<file path="config.mk">
export PLATFORM = sky130hd
export DESIGN_NAME = cache_control
export DESIGN_NICKNAME = d
export VERILOG_FILES = /design/src/rtl/cache_control.sv
export SDC_FILE = /design/constraint.sdc
export NUM_CORES = 1
export LEC_CHECK = 0
export ABC_CLOCK_PERIOD_IN_PS = 3680
export BUFFER_PORTS_ARGS = -buffer_cell sky130_fd_sc_hd__buf_2
export CORE_AREA = 2 2 87 89
export DETAILED_ROUTE_END_ITERATION = 12
export DIE_AREA = 0 0 89 91
export HOLD_SLACK_MARGIN = 0.08
export PLACE_DENSITY_LB_ADDON = 0.05
export SYNTH_ARGS = -nofsm -noshare
export SYNTH_HDL_FRONTEND = slang
export SYNTH_SLANG_ARGS = --single-unit
</file>
<file path="constraint.sdc">
create_clock -name clk -period 3.68 [get_ports clk]
set_input_delay 0.736 -clock clk [delete_from_list [all_inputs] [get_ports clk]]
set_output_delay 0.736 -clock clk [all_outputs]
set_load 0.02 [all_outputs]
</file>
<file path="src/rtl/cache_control.sv">
// cache_control: control FSM for a 2-way set-associative cache.
//
// Purpose:
//   Accepts CPU read/write requests and reads both ways' hit/dirty status.
//   Completes hits in the winning way. A miss evicts the LRU way: dirty
//   lines are written back first, then the line is filled from physical
//   memory and the lookup is replayed. One LRU bit is kept per set.
//
// Ports:
//   clk, rst            clock, asynchronous active-low reset
//   mem_read/mem_write  CPU request (write wins if both), held until mem_resp
//   mem_byte_enable     byte mask applied on a write hit
//   addr_index          set index, stable while the request is held
//   mem_resp            one-cycle completion pulse to the CPU
//   way_read            read strobe to both ways (data valid next cycle)
//   hit, dirty          per-way lookup status (bit w = way w)
//   load_tag/valid/dirty, load_data0/1, valid_in, dirty_in  way write controls
//   data_sel            way data_in mux: 0 = CPU data, 1 = pmem line
//   addr_sel            pmem address mux: 0 = request tag, 1 = victim tag
//   victim              way being evicted/filled (0 outside a miss)
//   pmem_read/write     fill / writeback request, held until pmem_resp
//   pmem_resp           memory completion pulse
//   hit_count, miss_count, wb_count  performance counters
//   state_dbg           current FSM state, for observation only
//
// Configuration:
//   CACHE_PERF_COUNTERS_EN  when defined, the three counters are live;
//                           otherwise they are tied to 0 and no flops exist.
//
// Handshake: a request is raised on mem_read/mem_write and held with a
// stable addr_index until the cycle mem_resp is high; that cycle completes
// it. pmem_read/pmem_write are raised by this block and held until the
// cycle pmem_resp is high; pmem_resp in any other state is ignored.

module cache_control #(
  parameter int  s_offset = 5,
  parameter int  s_index  = 3,
  localparam int s_mask   = 2**s_offset,
  localparam int num_sets = 2**s_index
) (
  input  logic                clk,
  input  logic                rst,
  input  logic                mem_read,
  input  logic                mem_write,
  input  logic [s_mask-1:0]   mem_byte_enable,
  input  logic [s_index-1:0]  addr_index,
  output logic                mem_resp,
  output logic                way_read,
  input  logic [1:0]          hit,
  input  logic [1:0]          dirty,
  output logic [1:0]          load_tag,
  output logic [1:0]          load_valid,
  output logic [1:0]          load_dirty,
  output logic [s_mask-1:0]   load_data0,
  output logic [s_mask-1:0]   load_data1,
  output logic                valid_in,
  output logic                dirty_in,
  output logic                data_sel,
  output logic                addr_sel,
  output logic                victim,
  output logic                pmem_read,
  output logic                pmem_write,
  input  logic                pmem_resp,
  output logic [31:0]         hit_count,
  output logic [31:0]         miss_count,
  output logic [31:0]         wb_count,
  output logic [2:0]          state_dbg
);

  typedef enum logic [2:0] {
    IDLE      = 3'd0,
    LOOKUP    = 3'd1,
    WRITEBACK = 3'd2,
    FILL      = 3'd3,
    REREAD    = 3'd4
  } state_t;

  state_t              state_q, state_d;
  logic                victim_q;
  logic [num_sets-1:0] lru;
  logic                lru_we;
  logic                lru_val;
  logic                miss_take;
  logic                req;
  logic                hit_any;
  logic                hit_way;

  assign req     = mem_read | mem_write;
  assign hit_any = |hit;
  // Way 0 wins when both report a hit.
  assign hit_way = ~hit[0];
  assign state_dbg = state_q;

  always_ff @(posedge clk or negedge rst) begin
    if (!rst) begin
      state_q  <= IDLE;
      victim_q <= 1'b0;
      lru      <= '0;
    end else begin
      state_q <= state_d;
      // Victim is frozen at the miss so the whole burst targets one way.
      if (miss_take) victim_q <= lru[addr_index];
      if (lru_we)    lru[addr_index] <= lru_val;
    end
  end

  always_comb begin
    state_d    = state_q;
    mem_resp   = 1'b0;
    way_read   = 1'b0;
    load_tag   = 2'b00;
    load_valid = 2'b00;
    load_dirty = 2'b00;
    load_data0 = '0;
    load_data1 = '0;
    valid_in   = 1'b0;
    dirty_in   = 1'b0;
    data_sel   = 1'b0;
    addr_sel   = 1'b0;
    victim     = 1'b0;
    pmem_read  = 1'b0;
    pmem_write = 1'b0;
    lru_we     = 1'b0;
    lru_val    = 1'b0;
    miss_take  = 1'b0;
    // Outputs are forced low for the whole time reset is held.
    if (rst) begin
      case (state_q)
        IDLE: begin
          if (req) begin
            way_read = 1'b1;
            state_d  = LOOKUP;
          end
        end
        LOOKUP: begin
          if (!req) begin
            state_d = IDLE;
          end else if (hit_any) begin
            mem_resp = 1'b1;
            lru_we   = 1'b1;
            lru_val  = ~hit_way;
            state_d  = IDLE;
            if (mem_write) begin
              load_dirty[hit_way] = 1'b1;
              dirty_in            = 1'b1;
              if (hit_way) load_data1 = mem_byte_enable;
              else         load_data0 = mem_byte_enable;
            end
          end else begin
            miss_take = 1'b1;
            // Dirty implies valid, so a dirty victim always needs writeback.
            state_d = dirty[lru[addr_index]] ? WRITEBACK : FILL;
          end
        end
        WRITEBACK: begin
          victim     = victim_q;
          pmem_write = 1'b1;
          addr_sel   = 1'b1;
          if (pmem_resp) state_d = FILL;
        end
        FILL: begin
          victim    = victim_q;
          pmem_read = 1'b1;
          data_sel  = 1'b1;
          if (pmem_resp) begin
            if (victim_q) load_data1 = '1;
            else          load_data0 = '1;
            load_tag[victim_q]   = 1'b1;
            load_valid[victim_q] = 1'b1;
            load_dirty[victim_q] = 1'b1;
            valid_in             = 1'b1;
            dirty_in             = 1'b0;
            state_d              = REREAD;
          end
        end
        REREAD: begin
          victim   = victim_q;
          way_read = 1'b1;
          state_d  = LOOKUP;
        end
        default: state_d = IDLE;
      endcase
    end
  end

`ifdef CACHE_PERF_COUNTERS_EN
  logic        from_reread_q;
  logic        lookup_req;
  logic [31:0] hit_q, miss_q, wb_q;

  assign lookup_req = (state_q == LOOKUP) && req;

  always_ff @(posedge clk or negedge rst) begin
    if (!rst) begin
      from_reread_q <= 1'b0;
      hit_q         <= '0;
      miss_q        <= '0;
      wb_q          <= '0;
    end else begin
      // A replayed lookup after a fill is not a first-time hit.
      from_reread_q <= (state_q == REREAD);
      if (lookup_req && hit_any && !from_reread_q) hit_q  <= hit_q + 32'd1;
      if (lookup_req && !hit_any)                  miss_q <= miss_q + 32'd1;
      if ((state_q == WRITEBACK) && pmem_resp)     wb_q   <= wb_q + 32'd1;
    end
  end

  assign hit_count  = hit_q;
  assign miss_count = miss_q;
  assign wb_count   = wb_q;
`else
  assign hit_count  = '0;
  assign miss_count = '0;
  assign wb_count   = '0;
`endif

endmodule
</file>
==> metrics.md <==
| Metric | Value |
|---|---|
| Status | `completed` |
| Post-detail-place hpwl | `4.87 mm` |
| Routed vias/inst | `4.01` |
| Routed Wire Length | `6.02 mm` |
| Worst EP required | `2.94 ns` |
| Finish-stage setup viols | `0` |
| DIE WIDTH | `89 um` |
| Drt first-iter violations | `31` |
| Period utilisation layout | `78.0%` |
| Clock root cell | `clkbuf_8` |
| Total gr overflow | `0` |
| DRC | `0` |
| Max cap viols | `0` |
| Postcts setup bufs | `0` |
| Peak supply drop | `0.000212 V` |
| Async S/R FF share, synth | `100%` |
| Placer congestion estimate | `0.759` |
| Ports | `222` |
| Crit-path max FO | `33` |
| Synth Flop Type | `dfrtp_1` |
| FP Rows | `31` |
| Period minus WS final | `2.87 ns` |
| Worst Setup End Kind | `output pin` |
| Avg Cell Area, Syn | `8.30 um^2` |
| Routed vias | `1,885` |
| Worst reg-to-reg path cell count | `4` |
| Antenna diode count | `0` |
| Power Density | `312 nW/um^2` |
| Crit path max-delay family | `compound AO/OA/AOI/OAI gates` |
| CTS tree | `done` |
| Worst-Skew Late Latency | `0.24 ns` |
| EDFF count, synth | `0` |
| Wire per inst | `12.8 um` |
| Initial antenna violation count | `0` |
| Post-CTS Resized | `0` |
| Max incr delay on CP | `0.55 ns` |
| Core Area | `7140 um^2` |
| Vias in the first global route | `1,561` |
| Port bufs | `125` |
| Most common cell after layout, fill and taps aside | `buf_2` |
| Cell Area, Synth | `2180 um^2` |
| Total power | `788 uW` |
| Share of layout cells above drive strength 1 | `38.8%` |
| Distinct cells, synth | `38` |
| Total stage count of the critical path | `5` |
| HP Class | `in -> async` |
| Clock buffer depth | `2` |
| Leading cell types in the layout, fill and taps excluded | `buf_2 (125), conb_1 (96), o21a_1 (64)` |
| Crit path arrival time | `2.13 ns` |
| Synth warn | `0` |
| Syn Inst Count | `262` |
| Syn-to-layout area delta | `16.0%` |
| # clock sinks | `12` |
| Slowest CP cell | `dfrtp_1` |
| Overall Global Routing Usage | `13.2%` |
| Initial Util | `30.5%` |
| Crit path cell chain | `and4bb_1 -> and3b_1 -> o211a_4 -> o21a_1 -> buf_2` |
| Reg clk slew, reported paths | `0.06 ns` |
| Static leakage power | `1.54 nW` |
| Chip height | `91 um` |
| Largest net degree at the start of global routing | `34` |
| Setup TNS | `0 ns` |
| Seq/Total Area, Yosys | `13.8%` |
| Unrepaired setup endpoints after global routing | `false` |
| Routed Antenna Nets | `0` |
| Slew Limit Fails | `0` |
| Initial DRT Pass Iterations | `4` |
| Nets@finish | `416` |
| H-Tree Level Count | `1` |
| CP startpoint kind | `register` |
| CTS Buf Count | `3` |
| Final hold vios | `0` |
| FMAX | `349 MHz` |
| Die ar. | `8100 um^2` |
| Critical path class | `reg -> out` |
| Worst Path Buf+Inv | `1` |
| First-pass GRT wire length | `8.49 mm` |
| Clock Skew | `0.00390 ns` |
| #FFs+latches synth | `12` |
| Post-CTS Hold Buffers | `0` |
-- worst paths after layout --
check                      slack (ns)         start            end
setup / recovery                 0.81  state_dbg[2]  load_data1[6]
hold / removal                   0.44           rst         lru[3]
setup reg to reg                 1.76  state_dbg[2]         lru[5]
hold reg to reg                  0.49        lru[2]         lru[2]
max in group asynchronous        3.06           rst       victim_q
min in group clk                 0.49        lru[2]         lru[2]
-- flip-flops by register name, indices dropped and copies added (netlist names) --
name	count
victim_q	1
state_dbg	3
lru	8
-- layer usage --
layer | vias up | global-route usage [%] | share of wire [%]
met2 | 100 | 25.2 | 54
met1 | 864 | 15.9 | 37
met4 | 0 | 1.12 | 0.18
li1 | 919 | - | -
met3 | 2 | 2.00 | 7.8
met5 | - | 0 | 0
-- power by group --
| group | internal, mW | switching, mW |
|---|---|---|
| clock network | 0.0944 | 0.0482 |
| registers | 0.158 | 0.0536 |
| logic | 0.133 | 0.300 |
| total | 0.386 | 0.402 |
-- cells by family after synthesis --
group / Yosys count / synth area share [%]
mux: 13 / 7.99
flops: 12 / 13.8
simple gates: 40 / 12.5
compound gates: 74 / 25.9
other cells: 1 / 0.172
buf+inv: 122 / 39.6
-- cell type report --
class | count | area [um^2]
fillers | 772 | 4610
multi-input cells | 223 | 1380
repair buffers | 128 | 648
flip-flops and latches | 12 | 300
well taps | 99 | 124
clock buffers | 4 | 55.1
inverters | 4 | 15.0
-- synthesized netlist by cell type (all sizes together) (2+ instances only) --
| library cell | number | share of area (%) |
|---|---|---|
| a21oi | 3 | 0.69 |
| and2 | 2 | 0.57 |
| and3 | 2 | 0.57 |
| and4bb | 2 | 1.1 |
| buf | 109 | 37 |
| clkbuf | 9 | 1.6 |
| dfrtp | 12 | 14 |
| inv | 4 | 0.69 |
| mux2 | 9 | 4.7 |
| mux2i | 2 | 0.92 |
| mux4 | 2 | 2.4 |
| nand2 | 4 | 0.69 |
| nand3 | 2 | 0.69 |
| nand3b | 2 | 0.69 |
| nor2 | 8 | 1.4 |
| nor2b | 3 | 0.86 |
| nor3 | 5 | 1.6 |
| nor3b | 3 | 1.0 |
| o211a | 2 | 1.6 |
| o21a | 64 | 22 |
| o21ai | 2 | 0.46 |
-- stage by stage --
step           hold WS (ns)  util, %  setup slack (ns)  std cells  cell area, um^2
4_1_cts               0.441     35.4             0.823        470             2520
3_3_place_gp          0.474     34.6             0.892        466             2470
2_1_floorplan         0.440        -              1.20        357             2530
5_1_grt               0.446     35.4             0.707        470             2520
3_5_place_dp          0.478     34.6             0.924        466             2470
6_report              0.440     35.4             0.811        470             2520
Note: power is estimated with default switching activity, not from simulation.
